<file path="config.mk">
export PLATFORM = sky130hd
export DESIGN_NAME = bus_regfile_sb
export DESIGN_NICKNAME = d
export VERILOG_FILES = /design/src/rtl/bus_regfile_sb.sv
export SDC_FILE = /design/constraint.sdc
export NUM_CORES = 1
export LEC_CHECK = 0
export ABC_AREA = 0
export CAP_MARGIN = 15
export CORE_MARGIN = 2
export CORE_UTILIZATION = 45
export DETAILED_ROUTE_END_ITERATION = 12
export GPL_ROUTABILITY_DRIVEN = 0
export PLACE_DENSITY = 0.64
export SYNTH_ARGS = -nofsm -noshare
export SYNTH_HDL_FRONTEND = slang
export SYNTH_SLANG_ARGS = --single-unit
</file>
<file path="constraint.sdc">
create_clock -name clock -period 2.8 [get_ports clock]
set_input_delay 0.56 -clock clock [delete_from_list [all_inputs] [get_ports clock]]
set_output_delay 0.56 -clock clock [all_outputs]
set_load 0.03 [all_outputs]
</file>
<file path="src/rtl/bus_regfile_sb.sv">
// Parametrised register file with two registered read ports, one write port,
// write-through bypass, optional hardwired-zero R0 and a per-register busy scoreboard.
module bus_regfile_sb #(
    parameter  int DATA_WIDTH = 32,
    parameter  int NUM_REGS   = 16,
    parameter  bit R0_ZERO    = 1'b1,
    parameter  bit BYPASS     = 1'b1,
    localparam int ADDR_W     = $clog2(NUM_REGS)
) (
    input  logic                  clock,
    input  logic                  clear,
    input  logic                  rd_en_a,
    input  logic [ADDR_W-1:0]     rd_addr_a,
    output logic [DATA_WIDTH-1:0] rd_data_a,
    output logic                  rd_valid_a,
    input  logic                  rd_en_b,
    input  logic [ADDR_W-1:0]     rd_addr_b,
    output logic [DATA_WIDTH-1:0] rd_data_b,
    output logic                  rd_valid_b,
    input  logic                  wr_en,
    input  logic [ADDR_W-1:0]     wr_addr,
    input  logic [DATA_WIDTH-1:0] wr_data,
    input  logic                  issue_en,
    input  logic [ADDR_W-1:0]     issue_addr,
    output logic                  stall,
    output logic [NUM_REGS-1:0]   busy_vec
);

    logic [DATA_WIDTH-1:0] regs [NUM_REGS];
    logic [NUM_REGS-1:0]   busy;
    logic [NUM_REGS-1:0]   busy_next;
    logic [DATA_WIDTH-1:0] rd_val_a;
    logic [DATA_WIDTH-1:0] rd_val_b;
    logic                  wr_eff;
    logic                  issue_eff;
    logic                  stall_a;
    logic                  stall_b;

    // Addresses that name a real, writable register (not out of range, not a hardwired R0).
    function automatic logic live_addr(input logic [ADDR_W-1:0] addr);
        return (int'(addr) < NUM_REGS) && !(R0_ZERO && addr == ADDR_W'(0));
    endfunction

    // NOTE: every variable assigned in always_comb gets a default first, so no latch is inferred.
    always_comb begin
        wr_eff    = wr_en && live_addr(wr_addr);
        issue_eff = issue_en && live_addr(issue_addr);

        busy_next = busy;
        if (wr_eff)    busy_next[wr_addr]    = 1'b0;
        if (issue_eff) busy_next[issue_addr] = 1'b1;

        rd_val_a = '0;
        if (live_addr(rd_addr_a))
            rd_val_a = (BYPASS && wr_eff && wr_addr == rd_addr_a) ? wr_data : regs[rd_addr_a];
        rd_val_b = '0;
        if (live_addr(rd_addr_b))
            rd_val_b = (BYPASS && wr_eff && wr_addr == rd_addr_b) ? wr_data : regs[rd_addr_b];

        // Without bypass the written value is not visible this edge, so the read must still wait.
        stall_a = rd_en_a && live_addr(rd_addr_a) && busy[rd_addr_a]
                  && !(BYPASS && wr_en && wr_addr == rd_addr_a);
        stall_b = rd_en_b && live_addr(rd_addr_b) && busy[rd_addr_b]
                  && !(BYPASS && wr_en && wr_addr == rd_addr_b);
        stall   = stall_a || stall_b;
    end

    // NOTE: the register array is reset here because a cleared register must read back as 0.
    always_ff @(posedge clock or negedge clear) begin
        if (!clear) begin
            for (int i = 0; i < NUM_REGS; i++) regs[i] <= '0;
            busy       <= '0;
            rd_data_a  <= '0;
            rd_data_b  <= '0;
            rd_valid_a <= 1'b0;
            rd_valid_b <= 1'b0;
        end else begin
            // NOTE: non-blocking assignments keep every read below on the pre-edge state.
            if (wr_eff) regs[wr_addr] <= wr_data;
            busy       <= busy_next;
            rd_valid_a <= rd_en_a && !stall;
            rd_valid_b <= rd_en_b && !stall;
            if (rd_en_a && !stall) rd_data_a <= rd_val_a;
            if (rd_en_b && !stall) rd_data_b <= rd_val_b;
        end
    end

    assign busy_vec = busy;

endmodule

</file>
### Word-level counts from Yosys, hierarchy flattened

Index checks and enable logic that the tools add are counted.

* $lt $le $gt $ge: 10
* muxes and demuxes: 23
* equality and inequality tests: 2
* reduce and logical (&&, ||, !) cells: 29
* bitwise logic cells: 6

Operator list (number)
* $bwmux W512: 1
* $mux W32: 9
* $bmux W32 S4: 2
* $demux W32 S4: 1
* $mux W16: 2
* $lt A4 B5 Y1 const B: 4
* $logic_and A1 B1 Y1: 17
* $and A16 B16 Y16: 1
* $logic_not A4 Y1: 4
* $not A16 Y16: 1
* $or A16 B16 Y16: 1
* $ge A5 B5 Y1 const B: 3
* $not A4 Y5: 3
* $bmux W1 S4: 2
* $demux W1 S4: 2
* $eq A4 B4 Y1: 2
* $ge A4 B1 Y1 const B: 2
* $logic_not A1 Y1: 7
* $lt A5 B1 Y1 const B: 1
* $mux W1: 4
* $logic_or A1 B1 Y1: 1

* output and inout bits: 83
* register bits: 594

### Depth between registers and ports, before layout

* depth after elaboration: 9
* depth in mapped cells: 9
* gate-level depth less buffers: 6

### Least setup slack after synthesis

No wires, ideal clock.

* path type: input-to-output
* start point: input rd_addr_b[1]
* end point: output stall
* buffers on the path: 1
* setup slack: -38 ps
* data arrival time: 2278 ps
* data required time: 2240 ps
* stages: 6
* cells stage by stage: buf_2 > mux4_2 > a22o_1 > nor2_1 > or2_2 > o21ai_0

* word-level cells in the longest chain between the ends: 6
* elaborated cells on any way between the ends: 11
* classes of those cells: eq/ne: 1; mux: 2; reduce/logical: 8

Ends and longest elaborated chain
* from (decl): RTL line 17 `input logic [ADDR_W-1:0] rd_addr_b,`
* branches (longest 4 deep; another with $bmux W1 S4)
* $logic_and A1 B1 Y1 (*): RTL line 64 `&& !(BYPASS && wr_en && wr_addr == rd_addr_b);`
* $logic_or A1 B1 Y1 (*): RTL line 65 `stall = stall_a || stall_b;`
* to (decl): RTL line 25 `output logic stall,`

Every way passes the cells marked *. The select of a mux whose other input is x is not followed.

### Final worst setup path

* start point: register busy[12], in the netlist busy_vec[12]
* end point: output stall

* word-level cells in the longest chain between the ends: 5
* elaborated cells on any way between the ends: 9
* classes of those cells: mux: 4; reduce/logical: 5

Ends and longest elaborated chain
* from (decl): RTL line 30 `logic [NUM_REGS-1:0] busy;`
* from (signal assigned): RTL line 80 `busy <= busy_next;`
* $bmux W1 S4, on equally long branches: RTL line 61, 63
* $mux W1, on equally long branches: RTL line 61, 63
* $logic_and A1 B1 Y1, on equally long branches: RTL line 61, 63
* $logic_and A1 B1 Y1, on equally long branches: RTL line 62, 64
* $logic_or A1 B1 Y1 (*): RTL line 65

Mark *: on every way between the ends. The rest lies on a longest branch, timed or not. The select of a mux whose other input is x is not followed.

==> impl_metrics.csv <==
group,metric,value,unit
outcome,outcome,"complete, but fails checks",
outcome,violations,"setup timing",
pwr,power.internal,0.0198,W
cts,cts_sinks,594,
timing,slew_headroom,48.7,%
timing,rsz0062_at_grt,"true",
global_route,grt_max_degree,133,
pwr,power_frac_seq,43.2,%
cts,ctsHtreeMaxLevel,3,
worst_setup_path,path_class,"reg2out",
timing,finalMaxSlewViolations,0,
drt,wl_per_cell,28.9,µm
pwr,p_switching,0.00818,W
pwr,netSwitchingFraction,29.2,%
logic_synthesis,syn_inst,2032,
drt,routed_wl,88.7,mm
floorplanning,num_io_pins,137,
drt,via_count,19705,
floorplanning,die_h,265,µm
logic_synthesis,ys_seq_area_share,48.7,%
floorplanning,die-area,0.0700,mm²
pwr,irDropWorstVdd,0.490,mV
cts,cts_tree,"built",
global_route,grt_usage,25.8,%
drt,postRouteAntennaNets,0,
global_route,grt_pass1_vias,21042,
logic_synthesis,synth_top_flop_cell,"dfrtp_1",
timing,finalHoldViolCount,0,
drt,first_iter_violations,1821,
logic_synthesis,syn_area_per_cell,15.0,µm²
pwr,comb_power_share,25.0,%
timing,fin_crit,2.99,ns
cts,insertion_delay,0.61,ns
global_route,overflow,0,
worst_setup_path,start_kind,"register",
timing,worst_pin_slew,0.769,ns
cts,numCtsBuffers,67,
logic_synthesis,ys_warn_count,0,
layout,nNetsFinal,2197,
timing,final.period_utilization,107,%
floorplanning,fp.dieW,265,µm
layout,area_growth,18.2,%
logic_synthesis,synth_fp_nets,2086,
logic_synthesis,syn_area,0.0305,mm²
job,drv_cap,0,
timing,final-setup-viol-count,1,
layout,final_common_cell,"dfrtp_1",
place,place_inst,2933,
worst_setup_path,critPathRequiredTime,2.24,ns
timing,final.setup_skew,0.0276,ns
cts,clockBufferDepth,3,
timing,setup_ws,-0.193,ns
logic_synthesis,synth_cell_types,45,
pwr,p_leak,14.7,nW
layout,final_area,0.0361,mm²
timing,fmax,334,MHz
logic_synthesis,synth_seq_cells,594,
global_route,grt_pass1_wl,136,mm
logic_synthesis,async_flop_share,100,%
place,dpl_cell_area,0.0337,mm²
layout,final_cells,3069,
pwr,power_frac_clock,31.7,%
drt,route.detailed.drc,0,
cts,cts.clk_slew.worst_paths,0.05,ns
place,io_buffers,136,
worst_setup_path,crit_arrival,2.43,ns
worst_setup_path,endpoint_kind,"primary output",
layout,drive_gt1_share,47.2,%
cts,clockRootBuffer,"clkbuf_16",
place,detailed_place_hpwl,52.2,mm
layout,final_cell_mix,"594 x dfrtp_1, 480 x mux2_2, 263 x mux4_2",
drt,vias_per_cell,6.42,
logic_synthesis,synth_edf_count,0,
worst_hold_path,hold_class,"reg2reg",
pwr,pwr_density_cell,776,mW/mm²
global_route,grt_antenna_before_repair,1,
floorplanning,initial_core_util,45.5,%
worst_setup_path,crit_fanout,4,
floorplanning,core-area,0.0672,mm²
drt,firstDrtPassIters,5,
floorplanning,placementRows,95,
==> synthesized netlist by cell type, types with 2 or more instances <==
| cell type | instances | area share (%) |
|---|---|---|
| a211oi_1 | 32 | 0.79 |
| a21oi_1 | 32 | 0.52 |
| a22o_1 | 33 | 0.95 |
| a22oi_1 | 64 | 1.6 |
| a311oi_1 | 31 | 0.89 |
| and2_1 | 2 | 0.041 |
| buf_1 | 6 | 0.074 |
| buf_2 | 45 | 0.74 |
| buf_4 | 7 | 0.17 |
| clkbuf_1 | 180 | 2.2 |
| dfrtp_1 | 594 | 49 |
| inv_1 | 4 | 0.049 |
| mux2_2 | 481 | 18 |
| mux2i_1 | 67 | 2.2 |
| mux4_2 | 263 | 19 |
| nand2_1 | 10 | 0.12 |
| nand2b_1 | 7 | 0.14 |
| nand3_1 | 2 | 0.033 |
| nand3b_1 | 5 | 0.12 |
| nor2_1 | 44 | 0.54 |
| nor2b_1 | 35 | 0.72 |
| nor3_1 | 2 | 0.033 |
| nor3b_1 | 2 | 0.049 |
| o211ai_2 | 2 | 0.082 |
| o21ai_0 | 23 | 0.38 |
| o2bb2ai_1 | 32 | 0.92 |
| o31ai_1 | 2 | 0.049 |
| or3_1 | 2 | 0.041 |
| xnor2_1 | 2 | 0.057 |
| xor2_1 | 6 | 0.17 |
==> worst paths after layout <==
| check | from | cells past startpoint | slack, ns | to |
|---|---|---|---|---|
| min in group asynchronous | clear | 2 | 0.41 | busy_vec[4] |
| max in group asynchronous | clear | 3 | 1.41 | regs[102] |
| hold reg to reg | regs[483] | 0 | 0.39 | regs[483] |
| setup / recovery | busy_vec[12] | 6 | -0.19 | stall |
| hold / removal | regs[483] | 0 | 0.39 | regs[483] |
| setup reg to reg | busy_vec[12] | 9 | 0.21 | rd_data_b[15] |
==> through the flow <==
step / power (W) / hold slack, ns / worst slack (ns) / TNS [ns] / utilization, %
6_report: 0.0280 / 0.393 / -0.193 / -0.193 / 53.7
5_1_grt: 0.0293 / 0.404 / -0.217 / -0.217 / 53.7
4_1_cts: 0.0282 / 0.394 / -0.166 / -0.166 / 53.7
3_5_place_dp: 0.0191 / 0.383 / -0.212 / -0.878 / 50.2
3_3_place_gp: 0.0189 / 0.378 / -0.230 / -0.778 / 50.2
2_1_floorplan: 0.0165 / 0.264 / 0.193 / 0 / -
==> layout make-up <==
type / instances / area [µm²]
Multi-Input combinational cell: 1196 / 14800
Antenna cell: 2 / 5.00
Sequential cell: 594 / 14900
Inverter: 4 / 15.0
Clock inverter: 28 / 287
Timing Repair Buffer: 280 / 3060
Clock buffer: 92 / 1930
Tap cell: 873 / 1090
Fill cell: 5313 / 31100
==> power by group through the flow <==
| stage | sequential [W] | clock, W | combinational [W] |
|---|---|---|---|
| finish | 0.0121 | 0.00889 | 0.00701 |
| global route | 0.0123 | 0.00946 | 0.00746 |
| CTS | 0.0121 | 0.00907 | 0.00704 |
| detailed placement | 0.0122 | 0 | 0.00694 |
| global placement | 0.0121 | 0 | 0.00679 |
| floorplan | 0.0122 | 0 | 0.00426 |
==> cell families after synthesis <==
kind of cell / synth area share (%)
buffers and inverters: 3.25
xor gates and xnor gates: 0.229
AOI/OAI and AO/OA: 6.51
and+or+nand+nor: 2.00
muxes: 39.3
DFF: 48.7
==> metal layers <==
metal	track usage [%]	routed length, µm	vias up	part of all wire (%)
met4	9.17	2670	2	3.0
met5	0	13	-	0.015
met1	35.1	37200	10675	42
met2	41.9	43000	720	48
met3	4.65	5790	170	6.5
li1	-	-	8138	-
==> sequential cells by signal, summed over array words and instances, names as in the netlist <==
register and count:
rd_valid_b 1, regs 512, rd_valid_a 1, rd_data_a 32, busy_vec 16, rd_data_b 32
==> worst max-delay path, cell delays in order (launching register included) <==
cell	delay, ns
dfrtp_1	0.42
mux4_2	0.47
mux2_4	0.29
a32oi_2	0.23
or3_4	0.20
o21ai_4	0.06
buf_6	0.15
==> timing repair <==
| item | 4_1_cts | 5_1_grt |
|---|---|---|
| hold buffers | 1 | 0 |
| gates resized for setup | 3 | 2 |
| endpoints found under the setup margin | 1 | 1 |
| hold endpoints to repair | 16 | 0 |
| buffers inserted | 12 | 1 |
| pin swaps | 2 | 2 |
No activity file was read; power rests on OpenSTA's default activity.
